==> src/rtl/boson_frame_writer.sv <==
// boson_frame_writer
//   Packs the resynchronised Boson pixel stream (16-bit pixels) into 32-bit words.
//   Buffers the words in a local FIFO.
//   Writes each frame to the HyperRAM frame buffer as wishbone incrementing bursts.
// Ports:
//   wb_clk_i, wb_rst_n_i     : wishbone clock, async active-low reset
//   enable_i                 : capture enable (level)
//   base_adr_i               : frame buffer byte address (word aligned)
//   frame_words_i            : 32-bit words per frame
//   s_data_i/s_valid_i/s_sof_i : pixel stream, no backpressure
//   m_wb_*                   : wishbone master (write-only, incrementing bursts)
//   frame_done_o             : one-cycle pulse after the ack of a frame's last word
//   overflow_o               : sticky, set when a packed word met a full FIFO
//   busy_o                   : master active or FIFO non-empty
module boson_frame_writer #(
  parameter int unsigned FIFO_DEPTH = 64,
  parameter int unsigned BURST_LEN  = 16
) (
  input  logic        wb_clk_i,
  input  logic        wb_rst_n_i,
  input  logic        enable_i,
  input  logic [31:0] base_adr_i,
  input  logic [23:0] frame_words_i,
  input  logic [15:0] s_data_i,
  input  logic        s_valid_i,
  input  logic        s_sof_i,
  output logic [31:0] m_wb_adr_o,
  output logic [31:0] m_wb_dat_o,
  output logic [3:0]  m_wb_sel_o,
  output logic        m_wb_we_o,
  output logic        m_wb_cyc_o,
  output logic        m_wb_stb_o,
  output logic [2:0]  m_wb_cti_o,
  output logic [1:0]  m_wb_bte_o,
  input  logic        m_wb_ack_i,
  output logic        frame_done_o,
  output logic        overflow_o,
  output logic        busy_o
);

  localparam int unsigned AW = $clog2(FIFO_DEPTH);
  localparam int unsigned LW = AW + 1;
  localparam int unsigned BW = $clog2(BURST_LEN + 1);

  typedef enum logic [1:0] {StIdle, StBurst, StGap} state_e;

  // ---------------------------------------------------------------------------
  // Packer
  // ---------------------------------------------------------------------------
  logic        in_frame_q, in_frame_d;
  logic        phase_q, phase_d;     // 1: next pixel is the odd (upper) half
  logic [15:0] half_q, half_d;
  logic [23:0] cnt_q, cnt_d;
  logic [23:0] cnt_inc;
  logic        first_q, first_d;
  logic        wv_q, wv_d;           // packed word waiting to be pushed
  logic [31:0] wd_q, wd_d;
  logic        wsof_q, wsof_d;
  logic        weof_q, weof_d;

  assign cnt_inc = cnt_q + 24'd1;

  always_comb begin
    in_frame_d = in_frame_q;
    phase_d    = phase_q;
    half_d     = half_q;
    cnt_d      = cnt_q;
    first_d    = first_q;
    wv_d       = 1'b0;
    wd_d       = wd_q;
    wsof_d     = wsof_q;
    weof_d     = weof_q;
    if (!enable_i) begin
      in_frame_d = 1'b0;
    end else if (s_valid_i) begin
      if (s_sof_i) begin
        // A sof always restarts, dropping any pending half word.
        in_frame_d = (frame_words_i != 24'd0);
        phase_d    = 1'b1;
        half_d     = s_data_i;
        cnt_d      = '0;
        first_d    = 1'b1;
      end else if (in_frame_q) begin
        if (!phase_q) begin
          half_d  = s_data_i;
          phase_d = 1'b1;
        end else begin
          wv_d    = 1'b1;
          wd_d    = {s_data_i, half_q};
          wsof_d  = first_q;
          weof_d  = (cnt_inc == frame_words_i);
          cnt_d   = cnt_inc;
          first_d = 1'b0;
          phase_d = 1'b0;
          if (cnt_inc == frame_words_i) in_frame_d = 1'b0;
        end
      end
    end
  end

  always_ff @(posedge wb_clk_i or negedge wb_rst_n_i) begin
    if (!wb_rst_n_i) begin
      in_frame_q <= 1'b0;
      phase_q    <= 1'b0;
      half_q     <= '0;
      cnt_q      <= '0;
      first_q    <= 1'b0;
      wv_q       <= 1'b0;
      wd_q       <= '0;
      wsof_q     <= 1'b0;
      weof_q     <= 1'b0;
    end else begin
      in_frame_q <= in_frame_d;
      phase_q    <= phase_d;
      half_q     <= half_d;
      cnt_q      <= cnt_d;
      first_q    <= first_d;
      wv_q       <= wv_d;
      wd_q       <= wd_d;
      wsof_q     <= wsof_d;
      weof_q     <= weof_d;
    end
  end

  // ---------------------------------------------------------------------------
  // FIFO
  // ---------------------------------------------------------------------------
  logic [31:0]   mem_dat [FIFO_DEPTH];
  logic          mem_sof [FIFO_DEPTH];
  logic          mem_eof [FIFO_DEPTH];
  logic [AW-1:0] wptr_q, rptr_q;
  logic [LW-1:0] level_q;
  logic [LW-1:0] eof_cnt_q;          // eof entries currently held
  logic          full, push_req, push, pop, flush;
  logic          ovf_q;
  logic [31:0]   head_dat;
  logic          head_sof, head_eof;

  state_e        state_q, state_d;
  logic          cyc_q, cyc_d;
  logic [31:0]   adr_q, adr_d;
  logic [BW-1:0] left_q, left_d;
  logic          done_q, done_d;

  assign full     = (level_q == LW'(FIFO_DEPTH));
  assign push_req = wv_q & enable_i;
  assign push     = push_req & ~full;   // full is judged before any same-cycle pop
  assign pop      = cyc_q & m_wb_ack_i;
  assign flush    = (state_q == StIdle) & ~enable_i;
  assign head_dat = mem_dat[rptr_q];
  assign head_sof = mem_sof[rptr_q];
  assign head_eof = mem_eof[rptr_q];

  always_ff @(posedge wb_clk_i) begin
    if (push) begin
      mem_dat[wptr_q] <= wd_q;
      mem_sof[wptr_q] <= wsof_q;
      mem_eof[wptr_q] <= weof_q;
    end
  end

  always_ff @(posedge wb_clk_i or negedge wb_rst_n_i) begin
    if (!wb_rst_n_i) begin
      wptr_q    <= '0;
      rptr_q    <= '0;
      level_q   <= '0;
      eof_cnt_q <= '0;
    end else if (flush) begin
      wptr_q    <= '0;
      rptr_q    <= '0;
      level_q   <= '0;
      eof_cnt_q <= '0;
    end else begin
      wptr_q    <= wptr_q + AW'(push);
      rptr_q    <= rptr_q + AW'(pop);
      level_q   <= level_q + LW'(push) - LW'(pop);
      eof_cnt_q <= eof_cnt_q + LW'(push & weof_q) - LW'(pop & head_eof);
    end
  end

  always_ff @(posedge wb_clk_i or negedge wb_rst_n_i) begin
    if (!wb_rst_n_i) begin
      ovf_q <= 1'b0;
    end else if (!enable_i) begin
      ovf_q <= 1'b0;
    end else if (push_req && full) begin
      ovf_q <= 1'b1;
    end
  end

  // ---------------------------------------------------------------------------
  // Burst sizing: min(level, BURST_LEN), cut before any later sof entry so a
  // new frame always opens its own burst at base_adr_i.
  // ---------------------------------------------------------------------------
  logic [BW-1:0] n_lim, burst_n;
  logic          start;

  always_comb begin
    n_lim = (level_q >= LW'(BURST_LEN)) ? BW'(BURST_LEN) : BW'(level_q);
    burst_n = n_lim;
    for (int i = int'(BURST_LEN) - 1; i >= 1; i--) begin
      if ((BW'(i) < n_lim) && mem_sof[rptr_q + AW'(i)]) burst_n = BW'(i);
    end
  end

  assign start = enable_i & ((level_q >= LW'(BURST_LEN)) | (eof_cnt_q != '0));

  // ---------------------------------------------------------------------------
  // Master FSM
  // ---------------------------------------------------------------------------
  always_comb begin
    state_d = state_q;
    cyc_d   = cyc_q;
    adr_d   = adr_q;
    left_d  = left_q;
    done_d  = 1'b0;
    case (state_q)
      StIdle: begin
        if (start) begin
          state_d = StBurst;
          cyc_d   = 1'b1;
          left_d  = burst_n;
          if (head_sof) adr_d = base_adr_i;
        end
      end
      StBurst: begin
        if (pop) begin
          adr_d  = adr_q + 32'd4;
          left_d = left_q - BW'(1);
          done_d = head_eof;
          if (left_q == BW'(1)) begin
            cyc_d   = 1'b0;
            state_d = StGap;
          end
        end
      end
      StGap:   state_d = StIdle;
      default: state_d = StIdle;
    endcase
  end

  always_ff @(posedge wb_clk_i or negedge wb_rst_n_i) begin
    if (!wb_rst_n_i) begin
      state_q <= StIdle;
      cyc_q   <= 1'b0;
      adr_q   <= '0;
      left_q  <= '0;
      done_q  <= 1'b0;
    end else begin
      state_q <= state_d;
      cyc_q   <= cyc_d;
      adr_q   <= adr_d;
      left_q  <= left_d;
      done_q  <= done_d;
    end
  end

  assign m_wb_adr_o   = adr_q;
  assign m_wb_dat_o   = cyc_q ? head_dat : 32'd0;
  assign m_wb_sel_o   = 4'hF;
  assign m_wb_we_o    = 1'b1;
  assign m_wb_cyc_o   = cyc_q;
  assign m_wb_stb_o   = cyc_q;
  assign m_wb_cti_o   = !cyc_q ? 3'b000 : ((left_q == BW'(1)) ? 3'b111 : 3'b010);
  assign m_wb_bte_o   = 2'b00;
  assign frame_done_o = done_q;
  assign overflow_o   = ovf_q;
  assign busy_o       = (state_q != StIdle) | (level_q != '0);

endmodule
==> config.mk <==
export PLATFORM = sky130hd
export DESIGN_NAME = boson_frame_writer
export DESIGN_NICKNAME = d
export VERILOG_FILES = /design/src/rtl/boson_frame_writer.sv
export SDC_FILE = /design/constraint.sdc
export NUM_CORES = 2
export LEC_CHECK = 0
export CAP_MARGIN = 20
export CELL_PAD_IN_SITES_DETAIL_PLACEMENT = 1
export CELL_PAD_IN_SITES_GLOBAL_PLACEMENT = 2
export CORE_MARGIN = 5
export CORE_UTILIZATION = 45
export DETAILED_ROUTE_END_ITERATION = 10
export GPL_TIMING_DRIVEN = 0
export PLACE_DENSITY = 0.85
export REMOVE_ABC_BUFFERS = 1
export SYNTH_ARGS = -nofsm -noshare
export SYNTH_HDL_FRONTEND = slang
export SYNTH_SLANG_ARGS = --single-unit
==> constraint.sdc <==
create_clock -name wb_clk_i -period 6.2 [get_ports wb_clk_i]
set_clock_uncertainty 0.05 [all_clocks]
set_input_delay 1.55 -clock wb_clk_i [delete_from_list [all_inputs] [get_ports wb_clk_i]]
set_output_delay 1.55 -clock wb_clk_i [all_outputs]
set_load 0.02 [all_outputs]
After elaboration in Yosys (flattened, before gate mapping)

Memories as Yosys holds them, arrays and structs flattened.
Cells that the tools add are included.

Flip-flop bits (word level): 146
Bits in writable memories: 2176
Input port bits: 78
Word-level logic and storage cells: 184
Memories kept: 3

Memories:

| name    | depth | bits a word | read ports | clocked after Yosys merged registers in | write ports | line | text |
|---|---|---|---|---|---|---|---|
| mem_dat | 64    | 32          | 1          | 0                                       | 1           | 128  | `logic [31:0] mem_dat [FIFO_DEPTH];` |
| mem_eof | 64    | 1           | 1          | 0                                       | 1           | 130  | `logic mem_eof [FIFO_DEPTH];` |
| mem_sof | 64    | 1           | 16         | 0                                       | 1           | 129  | `logic mem_sof [FIFO_DEPTH];` |

Add/sub/neg operators: 24
Magnitude comparators: 16
Eq/ne operators: 11
Multiplexer cells: 67
Bitwise operators: 12
Reductions and logical operators: 32

Operator list:

| operator              | number |
|---|---|
| $mux 32               | 4 |
| $mux 5                | 18 |
| $mux 24               | 3 |
| $pmux 32 s2           | 1 |
| $add 6x4->6 const B   | 8 |
| $mux 16               | 3 |
| $lt 4x5->1 const A    | 8 |
| $add 32x3->32 const B | 1 |
| $mux 1                | 26 |
| $add 24x1->24 const B | 1 |
| $add 6x3->6 const B   | 4 |
| $eq 24x24->1          | 1 |
| $reduce_bool 24->1    | 1 |
| $lt 3x5->1 const A    | 4 |
| $logic_and 1x1->1     | 16 |
| $reduce_and 4->1      | 4 |
| $add 7x1->7           | 2 |
| $mux 7                | 2 |
| $reduce_bool 7->1     | 2 |
| $sub 7x1->7           | 2 |
| $add 6x1->6           | 2 |
| $add 6x2->6 const B   | 2 |
| $mux 6                | 2 |
| $lt 2x5->1 const A    | 2 |
| 21 further kinds      | 43 |

Depth between registers and ports, before layout

Depth after elaboration: 21
Gate-level depth with buffers: 20

Least setup slack after synthesis

Ideal clock, no wire load.

Path type: register to register
Start: register rptr_q[0]
End: register eof_cnt_q[6]
Arrival: 4882 ps
Setup slack: 1189 ps
Cell stages (with the launch flop): 19
Path buffers: 4
Clock period less this slack: 5011 ps
Cell sequence: dfrtp_1 buf_6 buf_2 buf_4 buf_1 mux4_2 mux4_2 mux4_2 and2_1 ha_1 inv_1 ha_1 fa_1 a21oi_1 o21bai_1 a21oi_1 nor2_1 or3_1 a21oi_1

Longest elaborated chain between the ends: 4

Ends and longest elaborated chain:

| item                     | line | text |
|---|---|---|
| start: declaration       | 131  | `logic [AW-1:0] wptr_q, rptr_q;` |
| start signal: assignment | 175  | `rptr_q <= rptr_q + AW'(pop);` |
| $mem_v2 64x1             | --   |  |
| $and 1x1->1              | 177  | `eof_cnt_q <= eof_cnt_q + LW'(push & weof_q) - LW'(pop & head_eof);` |
| $sub 7x1->7              | 177  |  |
| $mux 7                   | 168  | `end else if (flush) begin` |
| end signal: assignment   | 177  |  |
| end: declaration         | 133  | `logic [LW-1:0] eof_cnt_q;` |

Every way passes these cells.
A chain may end at the register's enable or synchronous reset.

Final worst setup path

Start: register rptr_q[3]
End: output m_wb_dat_o[12]

Longest elaborated chain between the ends: 2

Ends and longest elaborated chain:

| item             | line | text |
|---|---|---|
| $mem_v2 64x32    | --   |  |
| $mux 32          | 259  | `assign m_wb_dat_o = cyc_q ? head_dat : 32'd0;` |
| end: declaration | 28   | `output logic [31:0] m_wb_dat_o,` |

Every way passes these cells.

==> impl_metrics.toml <==
[clock_network]
cts_root_buf = "clkbuf_16"
cts_tree = "yes"
clk_latency_ns = 0.91
cts_buffers = 229
cts.sinks = 2322
cts_hold_buf = 0
clock_path_buffers = 3
htreeDepth = 4
clk_pin_slew_worst_paths_ns = 0.07

[synth]
ys_seq_area_frac = 0.722
synthTopCellsByArea = "edfxtp_1 68%, mux4_2 18%, dfrtp_1 3.8%"
yosys_warnings = 0
synth_area_mm2 = 0.0955
synthArstFlopShare = 0.0629
synth_edf_count = 2176
ys_seq_elements = 2322
synth.largest_area_cell = "edfxtp_1"
syn_avg_cell_area_um2 = 20.9
synth_cell_types = 75
synth.top_cell.area_share = 0.684
syn-instance-count = 4576
synth_flop_cell = "edfxtp_1"

[cells_and_area]
regArea_mm2 = 0.0691
design_area_mm2 = 0.113
fill_cells = 18300
fin_util = 0.534
final_nets = 5051
area_growth_pct = 18.5
drive_gt1_frac = 0.297
fin_cells = 7958
multiInputGateArea_mm2 = 0.0258

[route]
wl_met1_um = 106000
vias = 52800
drt_iter0_drc = 8190
wire_per_inst_um = 39.0
remaining_drc_errors = 0
detail-route-antenna-nets = 0
finalWirelength_um = 311000
dr.pass1.iters = 5
wl_met2_um = 152000
wl_met3_um = 34300
highest_layer = "met5"
via_per_inst = 6.63

[global_routing]
grt_pass1_vias = 55000
grt_first_pass_wirelength_um = 435000
grt.overflow.total = 0
antenna_found_initial = 13
grtUsageTotal = 0.275
grt_start_max_net_pins = 77

[critical_path]
r2r_start = "rptr_q[0]"
path_delay_family = "buffers and inverters"
critPathLaunchType = "flop"
path_buf_inv = 4
rr_worst_depth = 13
rrSetupSlack_ns = 0.93
crit_type = "flop to output port"
crit_path_top_delay_cell = "dfrtp_4"
critPathMaxFanout = 39
arrival_ns = 4.57
setup.worst_path.start = "rptr_q[3]"
crit_top_cell = "buf_16"
crit_cells = 8
critPathMaxStageDelay_ns = 0.73
crit_required_ns = 4.60
end_kind = "output port"
reg2reg_to = "left_q[1]"
endpoint = "m_wb_dat_o[12]"
cp_cell_sequence = "buf_16 -> inv_16 -> buf_16 -> mux4_2 -> nor2b_1 -> a211oi_1 -> a311oi_1 -> dlygate4sd2_1"

[placed_design]
place_area_mm2 = 0.104
dp_slack_ns = -0.224
io_buffers = 149
routabilityCongestion = 0.804
dp_cells = 7462
dp_hpwl_um = 176000

[power_and_ir_drop]
p_leak_nw = 36.4
seqPwrFrac = 0.385
p_int_mw = 34.7
swShare = 0.313
p_per_area_mw_per_mm2 = 446
combPwrFrac = 0.322
power.switching_mw = 15.8
peakVddDrop_mv = 0.449
clock_power_share = 0.293
power_mw = 50.4

[timing]
hold_viol = 0
max_slew_margin = 0.177
final.setup.tns_ns = 0
finalSetupViolCount = 0
layout_setup_ws_ns = 0.0327
max_freq_mhz = 162
whs_ns = 0.411
slew_violations = 0
timing.final.crit_share = 0.995
min_period_ns = 6.17
worst_pin_slew_ns = 1.23

[floorplan]
die_w_um = 471
start_util = 0.451
dieHeight_um = 471
die-area_mm2 = 0.222
io_pins = 157
core-area_mm2 = 0.212
placementRows = 169

[min_path]
min_path_type = "flop to flop"

[flow_run]
max_cap_violations = 0

[outcome]
outcome = "complete, no violations"
[cell usage after synthesis, types with 4 or more instances]
cell type	n
edfxtp_1	2176
mux4_2	782
nand2_1	239
dfrtp_1	146
nor2_1	136
buf_2	119
a21oi_1	93
clkbuf_1	85
o21ai_0	75
mux2i_1	65
xnor2_1	59
nand3_1	53
ha_1	41
buf_1	40
a211oi_1	36
inv_1	35
and2_1	34
mux2_2	30
xor2_1	29
nor2b_1	25
and3_1	21
buf_4	17
o22ai_1	17
nand2b_1	16
nor3_1	15
nand4_1	14
o31ai_1	14
a21o_1	13
mux4_1	13
a311oi_1	11
nor4_1	11
or3_1	11
a31oi_1	9
o211ai_1	8
o21bai_1	6
a21boi_0	5
a22o_1	5
a22oi_1	5
o21a_1	5
or2_2	5
o22a_1	4
[metal layers]
metal | global-route usage | vias up
met4 | 0.136 | 2
met2 | 0.449 | 4275
met5 | 0 | -
met1 | 0.351 | 27700
met3 | 0.0602 | 956
li1 | - | 19800
[how the worst min path moves through the flow]
stage | start | end | slack [ns] | depth (start not counted)
6_report | half_q[3] | wd_q[3] | 0.41 | 2
2_1_floorplan | half_q[0] | wd_q[0] | 0.38 | 2
5_1_grt | half_q[3] | wd_q[3] | 0.42 | 2
4_1_cts | half_q[3] | wd_q[3] | 0.39 | 2
3_3_place_gp | half_q[11] | wd_q[11] | 0.40 | 2
3_5_place_dp | half_q[10] | wd_q[10] | 0.42 | 2
[worst min-delay path, cell delays in order (launching register included)]
cell and delay, ns:
dfrtp_1 0.36, nand2_1 0.07, nand2_1 0.07
[sequential cells by signal, summed over array words and instances, names as in the netlist, 2 cells and up]
name        cells
cnt_q          24
eof_cnt_q       7
half_q         16
left_q          5
level_q         7
m_wb_adr_o     32
mem_dat      2048
mem_eof        64
mem_sof        64
rptr_q          6
state_q         2
wd_q           32
wptr_q          6
[repair_timing]
item	in CTS	in global routing
gates resized for setup	58	12
setup endpoints to repair	32	16
cloned	24	2
pin swaps	0	1
setup buffers	11	11
[cell families (layout without fill, tap and decap cells)]
group	after synthesis	in the layout	synth area share
AND/OR/NAND/NOR	596	596	0.0287
flip-flops	2322	2322	0.722
adder cells (fa/ha/maj)	43	43	0.00579
buffers and inverters	304	853	0.0147
XOR/XNOR	88	88	0.00807
other	2	14	0.0000786
multiplexers	890	890	0.198
AO/OA/AOI/OAI	331	331	0.0219
[cells in the final DEF, fill, tap and decap left out, types with 35 or more instances in the layout]
cell / instances
o21ai_0: 75
a21oi_1: 93
nor2_1: 71
nor2_4: 65
ha_1: 40
buf_16: 69
clkbuf_16: 232
edfxtp_1: 2176
nand3_1: 53
mux2i_1: 65
clkinv_2: 47
clkinv_1: 38
dfrtp_1: 115
mux4_2: 782
clkdlybuf4s50_1: 119
inv_1: 35
buf_12: 115
clkbuf_1: 51
nand2_1: 239
xnor2_1: 59
[power groups by stage]
stage	Sequential, mW	Clock (mW)	Combinational (mW)
floorplan	20.3	0	8.05
global placement	20.7	0	8.60
detailed placement	19.9	0	14.5
CTS	19.5	14.8	15.8
global route	19.5	15.7	17.0
finish	19.4	14.8	16.2
[area by class of cell]
cell class,instances,share of cell area
Antenna cell,7,0.000155
Clock buffer,293,0.0540
Clock inverter,138,0.0157
Inverter,39,0.00147
Multi-Input combinational cell,1955,0.228
Sequential cell,2322,0.610
Tap cell,2821,0.0312
Timing Repair Buffer,383,0.0591
(Power assumes the default switching activity.)
